`src/rtl/lidar_pkg.sv`:
```
// Shared definitions for the point-cloud cache scheduler.
//   N_DEFAULT / AW_DEFAULT : coordinate width and BRAM address width
//   sched_state_t          : scheduler FSM states
//   wrap_add               : (a + b) mod size, valid when a < size and b <= size
package lidar_pkg;

  localparam int N_DEFAULT                = 16;
  localparam int AW_DEFAULT               = 17;
  localparam int CORE_NUMBER_DEFAULT      = 16;
  localparam int DISTANCE_MODULES_DEFAULT = 16;

  typedef enum logic [2:0] {
    IDLE,
    CORE_FILL,
    FEED_FILL,
    FEED_OUT,
    PURGE,
    DONE
  } sched_state_t;

  function automatic logic [AW_DEFAULT-1:0] wrap_add(input logic [AW_DEFAULT-1:0] a,
                                                     input logic [AW_DEFAULT-1:0] b,
                                                     input logic [AW_DEFAULT-1:0] size);
    logic [AW_DEFAULT:0] s;
    s = {1'b0, a} + {1'b0, b};
    if (s >= {1'b0, size}) s = s - {1'b0, size};
    return s[AW_DEFAULT-1:0];
  endfunction

endpackage

```
`src/rtl/point_cache_scheduler_window_loader.sv`:
```
// window_loader: issues a run of count_i consecutive circular BRAM reads starting
// at base_i, and flags the cycle in which each read's data is on the bus.
//   clk, rst_n       : clock, async active-low reset
//   start_i          : (re)start a run; the first read is issued in the next cycle
//   abort_i          : stop issuing and drop any pending capture
//   base_i, size_i   : first address, cloud size (wrap modulus)
//   count_i          : number of reads in the run (>= 1)
//   addr_o, en_o     : read address / enable (registered)
//   cap_o, slot_o    : read data for slot slot_o is valid this cycle
//   last_o           : the capture is the final slot of the run
module window_loader
  import lidar_pkg::*;
#(
  parameter int AW = AW_DEFAULT,
  parameter int SW = 5
) (
  input  logic          clk,
  input  logic          rst_n,
  input  logic          start_i,
  input  logic          abort_i,
  input  logic [AW-1:0] base_i,
  input  logic [AW-1:0] size_i,
  input  logic [SW-1:0] count_i,
  output logic [AW-1:0] addr_o,
  output logic          en_o,
  output logic          cap_o,
  output logic [SW-1:0] slot_o,
  output logic          last_o
);

  logic [AW-1:0] addr_q;
  logic          en_q;
  logic [SW-1:0] idx_q;
  logic [SW-1:0] cnt_q;
  logic          cap_q;
  logic [SW-1:0] cap_slot_q;
  logic          cap_last_q;
  logic          issue_last;

  assign issue_last = (idx_q == cnt_q - SW'(1));

  always_ff @(posedge clk or negedge rst_n) begin
    if (!rst_n) begin
      addr_q     <= '0;
      en_q       <= 1'b0;
      idx_q      <= '0;
      cnt_q      <= '0;
      cap_q      <= 1'b0;
      cap_slot_q <= '0;
      cap_last_q <= 1'b0;
    end else if (start_i) begin
      // A restart also discards the capture of a read still in flight.
      addr_q <= base_i;
      en_q   <= 1'b1;
      idx_q  <= '0;
      cnt_q  <= count_i;
      cap_q  <= 1'b0;
    end else if (abort_i) begin
      en_q  <= 1'b0;
      cap_q <= 1'b0;
    end else begin
      cap_q      <= en_q;
      cap_slot_q <= idx_q;
      cap_last_q <= issue_last;
      if (en_q) begin
        if (issue_last) begin
          // addr_q keeps the last issued address; the top derives the next window base from it.
          en_q <= 1'b0;
        end else begin
          idx_q  <= idx_q + SW'(1);
          addr_q <= wrap_add(addr_q, AW'(1), size_i);
        end
      end
    end
  end

  assign addr_o = addr_q;
  assign en_o   = en_q;
  assign cap_o  = cap_q;
  assign slot_o = cap_slot_q;
  assign last_o = cap_last_q;

endmodule

```
`src/rtl/point_cache_scheduler.sv`:
```
// point_cache_scheduler: owns the shared X/Y/Z BRAM port for the ROR controller.
// Loads the core cache, streams circular feeder windows, pauses the controller
// while windows load, and after controller_done_i pops the outlier FIFO and
// zeroes every listed point.
//   clk, rst_n                 : clock, async active-low reset
//   start_i                    : 1-cycle pulse, begins a run
//   point_cloud_size_i         : number of valid points (constant during a run)
//   point_pos_i                : controller's core base index
//   update_cache_i             : controller requests a core-cache reload
//   controller_done_i          : controller finished the cloud
//   fifo_empty_i, outlier_pos_i: outlier FIFO status / head (valid 1 cycle after pop)
//   mem_rdata_{x,y,z}_i        : BRAM read data, 1-cycle latency
//   mem_addr_o/en_o/we_o       : shared BRAM port; write data is zero
//   read_fifo_o                : pop outlier FIFO
//   cache_{x,y,z}_o            : core cache, slot k at [N*k +: N]
//   cache_feeder_{x,y,z}_o     : feeder window, same packing
//   cache_updated_o            : pulse when the core cache is complete
//   pause_o, done_o            : controller hold / run complete
module point_cache_scheduler
  import lidar_pkg::*;
#(
  parameter int N                = N_DEFAULT,
  parameter int CORE_NUMBER      = CORE_NUMBER_DEFAULT,
  parameter int DISTANCE_MODULES = DISTANCE_MODULES_DEFAULT,
  parameter int AW               = AW_DEFAULT
) (
  input  logic                          clk,
  input  logic                          rst_n,
  input  logic                          start_i,
  input  logic [AW-1:0]                 point_cloud_size_i,
  input  logic [AW-1:0]                 point_pos_i,
  input  logic                          update_cache_i,
  input  logic                          controller_done_i,
  input  logic                          fifo_empty_i,
  input  logic [AW-1:0]                 outlier_pos_i,
  input  logic [N-1:0]                  mem_rdata_x_i,
  input  logic [N-1:0]                  mem_rdata_y_i,
  input  logic [N-1:0]                  mem_rdata_z_i,
  output logic [AW-1:0]                 mem_addr_o,
  output logic                          mem_en_o,
  output logic                          mem_we_o,
  output logic                          read_fifo_o,
  output logic [N*CORE_NUMBER-1:0]      cache_x_o,
  output logic [N*CORE_NUMBER-1:0]      cache_y_o,
  output logic [N*CORE_NUMBER-1:0]      cache_z_o,
  output logic [N*DISTANCE_MODULES-1:0] cache_feeder_x_o,
  output logic [N*DISTANCE_MODULES-1:0] cache_feeder_y_o,
  output logic [N*DISTANCE_MODULES-1:0] cache_feeder_z_o,
  output logic                          cache_updated_o,
  output logic                          pause_o,
  output logic                          done_o
);

  // state     | meaning
  // IDLE      | waiting for start, controller held
  // CORE_FILL | loading CORE_NUMBER points from point_pos_i
  // FEED_FILL | loading DISTANCE_MODULES points from feeder_pos_q
  // FEED_OUT  | single un-paused cycle, controller consumes the window
  // PURGE     | popping outlier FIFO, zeroing each popped point
  // DONE      | run complete, held until the next start

  localparam int KMAX = (CORE_NUMBER > DISTANCE_MODULES) ? CORE_NUMBER : DISTANCE_MODULES;
  localparam int SW   = $clog2(KMAX + 1);

  sched_state_t state_q, state_d;
  logic [AW-1:0] feeder_pos_q;
  logic          pause_q, done_q, cache_updated_q, wr_pend_q;
  logic [N*CORE_NUMBER-1:0]      cx_q, cy_q, cz_q;
  logic [N*DISTANCE_MODULES-1:0] fx_q, fy_q, fz_q;

  logic          ld_start, ld_abort, ld_en, ld_cap, ld_last;
  logic [AW-1:0] ld_base, ld_addr, feeder_next;
  logic [SW-1:0] ld_count, ld_slot;
  logic          cap_core, cap_feed, cache_upd_d, feed_reset, feed_adv;

  window_loader #(.AW(AW), .SW(SW)) u_loader (
    .clk     (clk),
    .rst_n   (rst_n),
    .start_i (ld_start),
    .abort_i (ld_abort),
    .base_i  (ld_base),
    .size_i  (point_cloud_size_i),
    .count_i (ld_count),
    .addr_o  (ld_addr),
    .en_o    (ld_en),
    .cap_o   (ld_cap),
    .slot_o  (ld_slot),
    .last_o  (ld_last)
  );

  // One past the last feeder address is (feeder_pos + DISTANCE_MODULES) mod size,
  // even when the cloud is smaller than the window.
  assign feeder_next = wrap_add(ld_addr, AW'(1), point_cloud_size_i);

  always_comb begin
    state_d     = state_q;
    ld_start    = 1'b0;
    ld_abort    = 1'b0;
    ld_base     = point_pos_i;
    ld_count    = SW'(CORE_NUMBER);
    cap_core    = 1'b0;
    cap_feed    = 1'b0;
    cache_upd_d = 1'b0;
    feed_reset  = 1'b0;
    feed_adv    = 1'b0;
    unique case (state_q)
      IDLE, DONE: begin
        if (start_i) begin
          feed_reset = 1'b1;
          if (point_cloud_size_i == '0) begin
            state_d = PURGE;
          end else begin
            state_d  = CORE_FILL;
            ld_start = 1'b1;
            ld_base  = '0;
          end
        end
      end
      CORE_FILL: begin
        if (controller_done_i) begin
          state_d  = PURGE;
          ld_abort = 1'b1;
        end else if (ld_cap) begin
          cap_core = 1'b1;
          if (ld_last) begin
            state_d     = FEED_FILL;
            cache_upd_d = 1'b1;
            ld_start    = 1'b1;
            ld_base     = feeder_pos_q;
            ld_count    = SW'(DISTANCE_MODULES);
          end
        end
      end
      FEED_FILL: begin
        if (controller_done_i) begin
          state_d  = PURGE;
          ld_abort = 1'b1;
        end else if (update_cache_i) begin
          state_d  = CORE_FILL;
          ld_start = 1'b1;
        end else if (ld_cap) begin
          cap_feed = 1'b1;
          if (ld_last) state_d = FEED_OUT;
        end
      end
      FEED_OUT: begin
        if (controller_done_i) begin
          state_d  = PURGE;
          ld_abort = 1'b1;
        end else if (update_cache_i) begin
          state_d  = CORE_FILL;
          ld_start = 1'b1;
        end else begin
          state_d  = FEED_FILL;
          feed_adv = 1'b1;
          ld_start = 1'b1;
          ld_base  = feeder_next;
          ld_count = SW'(DISTANCE_MODULES);
        end
      end
      PURGE: begin
        if (fifo_empty_i && !wr_pend_q) state_d = DONE;
      end
      default: state_d = IDLE;
    endcase
  end

  // Combinational so the FIFO is never popped past its last entry.
  assign read_fifo_o = (state_q == PURGE) && !fifo_empty_i;

  always_ff @(posedge clk or negedge rst_n) begin
    if (!rst_n) begin
      state_q         <= IDLE;
      feeder_pos_q    <= '0;
      pause_q         <= 1'b1;
      done_q          <= 1'b0;
      cache_updated_q <= 1'b0;
      wr_pend_q       <= 1'b0;
      cx_q            <= '0;
      cy_q            <= '0;
      cz_q            <= '0;
      fx_q            <= '0;
      fy_q            <= '0;
      fz_q            <= '0;
    end else begin
      state_q         <= state_d;
      pause_q         <= (state_d != FEED_OUT);
      done_q          <= (state_d == DONE);
      cache_updated_q <= cache_upd_d;
      wr_pend_q       <= read_fifo_o;
      if (feed_reset)    feeder_pos_q <= '0;
      else if (feed_adv) feeder_pos_q <= feeder_next;
      if (cap_core) begin
        cx_q[N*int'(ld_slot) +: N] <= mem_rdata_x_i;
        cy_q[N*int'(ld_slot) +: N] <= mem_rdata_y_i;
        cz_q[N*int'(ld_slot) +: N] <= mem_rdata_z_i;
      end
      if (cap_feed) begin
        fx_q[N*int'(ld_slot) +: N] <= mem_rdata_x_i;
        fy_q[N*int'(ld_slot) +: N] <= mem_rdata_y_i;
        fz_q[N*int'(ld_slot) +: N] <= mem_rdata_z_i;
      end
    end
  end

  // Outlier writes only happen in PURGE, where the loader is idle.
  assign mem_addr_o       = wr_pend_q ? outlier_pos_i : ld_addr;
  assign mem_en_o         = ld_en | wr_pend_q;
  assign mem_we_o         = wr_pend_q;
  assign cache_x_o        = cx_q;
  assign cache_y_o        = cy_q;
  assign cache_z_o        = cz_q;
  assign cache_feeder_x_o = fx_q;
  assign cache_feeder_y_o = fy_q;
  assign cache_feeder_z_o = fz_q;
  assign cache_updated_o  = cache_updated_q;
  assign pause_o          = pause_q;
  assign done_o           = done_q;

endmodule

```
`config.mk`:
```
export PLATFORM = sky130hd
export DESIGN_NAME = point_cache_scheduler
export DESIGN_NICKNAME = d
export VERILOG_FILES = /design/src/rtl/lidar_pkg.sv /design/src/rtl/point_cache_scheduler_window_loader.sv /design/src/rtl/point_cache_scheduler.sv
export SDC_FILE = /design/constraint.sdc
export NUM_CORES = 2
export LEC_CHECK = 0
export CAP_MARGIN = 20
export CORE_AREA = 2 2 655 657
export DETAILED_ROUTE_END_ITERATION = 12
export DIE_AREA = 0 0 657 659
export PLACE_DENSITY = 0.33
export SLEW_MARGIN = 20
export SYNTH_ARGS = -nofsm -noshare
export SYNTH_HDL_FRONTEND = slang
export SYNTH_SLANG_ARGS = --single-unit
```
`constraint.sdc`:
```
create_clock -name clk -period 3.2 [get_ports clk]
set_input_delay 0.32 -clock clk [delete_from_list [all_inputs] [get_ports clk]]
set_output_delay 0.32 -clock clk [all_outputs]
set_load 0.02 [all_outputs]
```
## Word-level counts from Yosys, hierarchy flattened

Cells that the tools add are included.

- Add/subtract/negate cells: 5
- Multiply operators: 0
- Div/mod/pow operators: 0
- $lt $le $gt $ge: 1
- Eq/ne operators: 10
- Shift-type cells: 4
- Multiplexer cells: 68
- Bitwise logic cells: 3
- Reductions and logical operators: 12

Operator list:

| kind | count |
|---|---|
| $bwmux 256 | 6 |
| $shiftx 16x33->256 | 3 |
| $shift 16x33->256 const A | 1 |
| $mux 17 | 15 |
| $pmux 17 s3 | 1 |
| $mux 3 | 11 |
| $neg 9->33 | 1 |
| $mux 1 | 28 |
| $mux 5 | 4 |
| $add 17x1->18 const B | 1 |
| $ge 18x17->1 | 1 |
| $logic_not 17->1 | 1 |
| $sub 17x17->17 | 1 |
| $pmux 3 s5 | 1 |
| $eq 3x3->1 const B | 3 |
| $eq 3x2->1 const B | 2 |
| $add 5x1->5 const B | 1 |
| $eq 5x5->1 | 1 |
| $sub 5x1->5 const B | 1 |
| $ne 2x2->1 const B | 2 |
| $pmux 1 s4 | 1 |
| $reduce_bool 2->1 | 2 |
| $eq 3x1->1 const B | 1 |
| $logic_not 3->1 | 1 |
| 10 further kinds | 13 |

- Register bits: 1,591
- Bits in latches: 0
- RAM bits: 0
- Bits in read-only memories: 0
- Input bits: 105
- Logic and storage cells: 122
- Memories: 0

## Depth between registers and ports, before layout

- Depth in word-level cells: 7
- Gate-level depth with buffers: 16

## Cells and area by module

Synthesis repeated with hierarchy kept, for this count alone.

- Cell total of the unflattened synthesis: 6,030
- Area total of the unflattened synthesis: 62,219.7 µm²

Modules (own cells, without submodules):

| module | times used | cells each | area an instance (µm²) | seq. area each (µm²) |
|---|---|---|---|---|
| point_cache_scheduler | 1 | 5,695 | 59,284.4 | 39,038.7 |
| window_loader | 1 | 335 | 2,935.3 | 875.8 |

## Worst setup path before layout

Ideal clock, no wire load.

- Path type: reg2reg
- Start point: reg u_loader.addr_q[0], in the netlist u_loader.addr_o[0]
- End point: reg u_loader.addr_q[5], in the netlist u_loader.addr_o[5]
- Library setup time: 131 ps
- Arrival time: 3,327 ps
- Data required time: 3,069 ps
- Setup slack: -257 ps
- Stages on the path, launching flop included: 15
- Buffers on the path: 1
- Path through: dfrtp_1 > ha_1 > nand2_1 > nor4_1 > xnor2_1 > inv_1 > ha_1 > nand4_1 > o41ai_2 > a221oi_2 > nand3_1 > buf_6 > mux2_2 > o221ai_1 > o31ai_1

- Word-level cells in the longest chain between the ends: 7
- Elaborated cells between the ends (all ways): 11

RTL lines:

| element | line | text |
|---|---|---|
| from (decl) | point_cache_scheduler_window_loader.sv:31 | `logic [AW-1:0] addr_q;` |
| from (signal assigned) | point_cache_scheduler_window_loader.sv:53 | `addr_q <= base_i;` |
| from (signal assigned) | point_cache_scheduler_window_loader.sv:71 | `addr_q <= wrap_add(addr_q, AW'(1), size_i);` |
| $add 17x1->18 * | lidar_pkg.sv:25 | `s = {1'b0, a} + {1'b0, b};` |
| $sub 17x17->17 or $ge 18x17->1 (tied branches) | lidar_pkg.sv:26 | `if (s >= {1'b0, size}) s = s - {1'b0, size};` |
| $mux 17 * | lidar_pkg.sv:26 |  |
| $mux 17, on equally long branches | point_cache_scheduler.sv:150, point_cache_scheduler_window_loader.sv:66 |  |
| $mux 17, on equally long branches | point_cache_scheduler.sv:147, point_cache_scheduler_window_loader.sv:65 |  |
| $pmux 17 s3 or $mux 17 (tied branches) | point_cache_scheduler.sv:106, point_cache_scheduler_window_loader.sv:58 |  |
| $mux 17 * | point_cache_scheduler_window_loader.sv:51 | `end else if (start_i) begin` |

Every way passes the cells marked *; elsewhere a longest branch is shown, timed or not. The select of a mux whose other input is x is not followed.
A chain may end at the register's enable or synchronous reset.

## Worst setup path in the final report

- Start point: reg u_loader.addr_q[1], in the netlist u_loader.addr_o[1]
- End point: reg u_loader.addr_q[2], in the netlist u_loader.addr_o[2]

The elaborated chain is that of the path after synthesis.

==> out/results.txt <==
Max-cap check violation count: 0
Fmax: 0.2874 GHz
Post-route cell area: 94890 µm²
Async SR Flop Fraction: 100.0%
Initial drt markers: 3016
DP Area: 87000 µm²
Starting Density: 14.27%
Post-Synth Adder-Cell Area: 0.4655%
H-Tree Depth: 4
Post-synthesis mux area share: 2.375%
CTS Buf Count: 205
Status: complete, but fails checks
Least-Margin Pin Slew: 1055 ps
Clock slew at reported path FFs: 60 ps
Clock Skew: 52.44 ps
Final setup violation count: 28
Die area: 433000 µm²
Period minus WS final: 3480 ps
Non-Filler Instances: 13600
DRC viols: 0
Net Count, Synth: 5942
Yosys cell types: 73
Max stage delay on crit path: 400 ps
RSZ-0062 raised after global routing: yes
Post-synth EDFFs: 0
Synthesized flop and latch total: 1591
CTS Root Cell: clkbuf_16
Die Span X: 657 µm
Most common cell after layout, fill and taps aside: nand2_1
Most frequent cells in the layout: nand2_1, clkdlybuf4s50_1, dfrtp_1
Register area share after synthesis: 65.55%
Final worst slack: -279.6 ps
Slowest CP cell: dfrtp_1
Total Routing Usage GR: 18.56%
Final #Nets: 7831
Synth Warn #: 0
Startpoint Class: flop
Row count: 240
Area grow syn2layout: 56.22%
TritonCTS clock tree: done
Clk buf depth: 4
Vias in the first global route: 53530
Initial antenna violation count: 86
CP most frequent cell: buf_4
Final Util: 22.29%
Pwr dens: 660.1 nW/µm²
Final hold violations: 0
DP Worst Slack: -513.1 ps
Worst Path Arrival: 4250 ps
CP cell instances: ha_2 > nand2_4 > nor4_4 > xnor2_2 > inv_1 > ha_4 > nand4_1 > buf_4 > nor2_4 > a221oi_2 > buf_4 > nand3_4 > buf_6 > mux2i_4 > a21oi_2 > or3_1
Syn avg cell area: 10.45 µm²
Placer Congestion: 0.8402
Slew Limit Fails: 0
Core Region: 425800 µm²
# clock sinks: 1591
Largest net degree at the start of global routing: 115
First-pass DRT Iterations: 5
Layout cells sized above 1: 13.34%
PortBufs: 1663
Chip height: 659 µm
Leak: 0.03950 µW
Crit. End Element: flop
Dpl cells: 13150
Synth Area in Compound Gates: 15.29%
Clock Latency Late Sink: 900 ps
First-pass GRT wire length: 540500 µm
DRT antenna net count: 0
Worst hold path type: in -> reg
Gate Count Post-Synth: 5815
Worst EP required: 3970 ps
Syn Std Cell Area: 60740 µm²
Vias: 52510
Drt wl/cell: 30.45 µm
Grt total ovfl: 0
DP HPWL: 312800 µm
Post-Synth XOR/XNOR Area: 0.4181%
Largest family of logic cells by synthesized area: compound AO/OA/AOI/OAI gates
Drt via density: 3.862
Worst-path fanout max: 7
Main synth FF type: dfrtp_1
Critical path type: reg -> reg
Wirelength, routed: 414100 µm
Failing checks: negative setup slack
Overall Power: 62640 µW
Peak VDD IR: 0.0007694 V
Period utilisation layout: 108.7%
Simple-gate share of the synthesized area: 12.79%
Boundary Pins: 1664
Slew margin rel.: 29.66%
## critical path, delay by kind of cell (launching register included)
kind / cells / cell delay, ps
compound gates: 2 / 150
xor+xnor: 1 / 170
fa+ha+maj: 2 / 520
buf+inv: 4 / 630
flops: 1 / 400
mux: 1 / 240
simple gates: 6 / 1230
## power by group
group	switching, µW	internal [µW]
Sequential	406	20600
Clock	10200	14400
Combinational	12100	4980
Total	22700	40000
## layer usage
layer	vias up	track usage (%)	part of all wire [%]
li1	23670	-	-
met1	26610	21.81	40
met2	1744	32.31	49
met3	474	4.911	6.6
met4	12	6.789	4.2
met5	-	0	0.019
## kinds of logic (layout without fill, tap and decap cells)
family / Yosys count / count (layout)
AO/OA/AOI/OAI: 1608 / 1608
XOR/XNOR: 29 / 29
adder cells (fa/ha/maj): 22 / 22
buffers and inverters: 452 / 2501
flip-flops: 1591 / 1591
multiplexers: 129 / 129
other: 0 / 46
AND/OR/NAND/NOR: 1984 / 1984
## worst paths after layout
check | from | to | slack (ps) | cells after the start
setup / recovery | u_loader.addr_o[1]$_DFFE_PN0P_ | u_loader.addr_o[2]$_DFFE_PN0P_ | -280 | 16
hold / removal | mem_rdata_z_i[12] | cache_z_o[140]$_DFFE_PN0P_ | 60 | 3
setup reg to reg | u_loader.addr_o[1]$_DFFE_PN0P_ | u_loader.addr_o[2]$_DFFE_PN0P_ | -280 | 16
hold reg to reg | cache_feeder_x_o[181]$_DFFE_PN0P_ | cache_feeder_x_o[181]$_DFFE_PN0P_ | 470 | 2
max in group asynchronous | rst_n | cache_feeder_y_o[252]$_DFFE_PN0P_ | 1920 | 3
min in group asynchronous | rst_n | cache_z_o[199]$_DFFE_PN0P_ | 70 | 2
## sequential cells by signal (all words and copies together), names as in the netlist, 3 cells and up
register and count:
state_q 3, cache_x_o 256, cache_y_o 256, cache_feeder_x_o 256, u_loader.slot_o 5, cache_feeder_z_o 256, cache_feeder_y_o 256, u_loader.idx_q 5
u_loader.addr_o 17, cache_z_o 256, feeder_pos_q 17
## synth_stat cells, types with 7 or more instances
library cell  instances  area [µm²]
a21oi_1              37       185.2
a221oi_1             13       113.9
and2_1                9       56.30
and3_1               10       62.56
buf_1                30       112.6
buf_2               131       655.6
clkbuf_1            254       953.4
dfrtp_1            1590       39790
ha_1                 21       262.8
inv_1                33       123.9
mux2_2              121        1363
mux2i_1               8       80.08
nand2_1            1814        6809
nand3_1              23       115.1
nand4_1               9       56.30
nor2_1               45       168.9
nor3_1               21       105.1
nor4_1                7       43.79
o21ai_0            1086        5435
o21ai_1              20       100.1
o31ai_1             389        2920
or3_1                12       75.07
xnor2_1              12       105.1
xor2_1               17       148.9
## what timing repair did
item | CTS | global route
resized for setup | 39 | 76
hold endpoints to repair | 779 | 0
setup buffers | 10 | 13
hold buffers | 12 | 0
setup endpoints to repair | 53 | 59
pin swaps | 11 | 32
## through the flow
stage / setup TNS (ps) / hold WS [ps]
5_1_grt: -9135 / 42.19
3_3_place_gp: -11470 / 308.5
3_5_place_dp: -9675 / 359.0
4_1_cts: -5651 / 22.29
2_1_floorplan: 0 / 24.41
6_report: -3964 / 63.40
## final cells by class
| cell class | count | area (µm²) |
|---|---|---|
| clock buffer | 296 | 5984 |
| antenna | 46 | 115.1 |
| tap | 5687 | 7116 |
| clock inverter | 71 | 982.2 |
| timing repair buffer | 2101 | 20910 |
| sequential | 1591 | 39820 |
| fill | 46340 | 330900 |
| multi-input combinational | 3772 | 19850 |
| inverter | 33 | 123.9 |
Note: power is estimated with default switching activity, not from simulation.
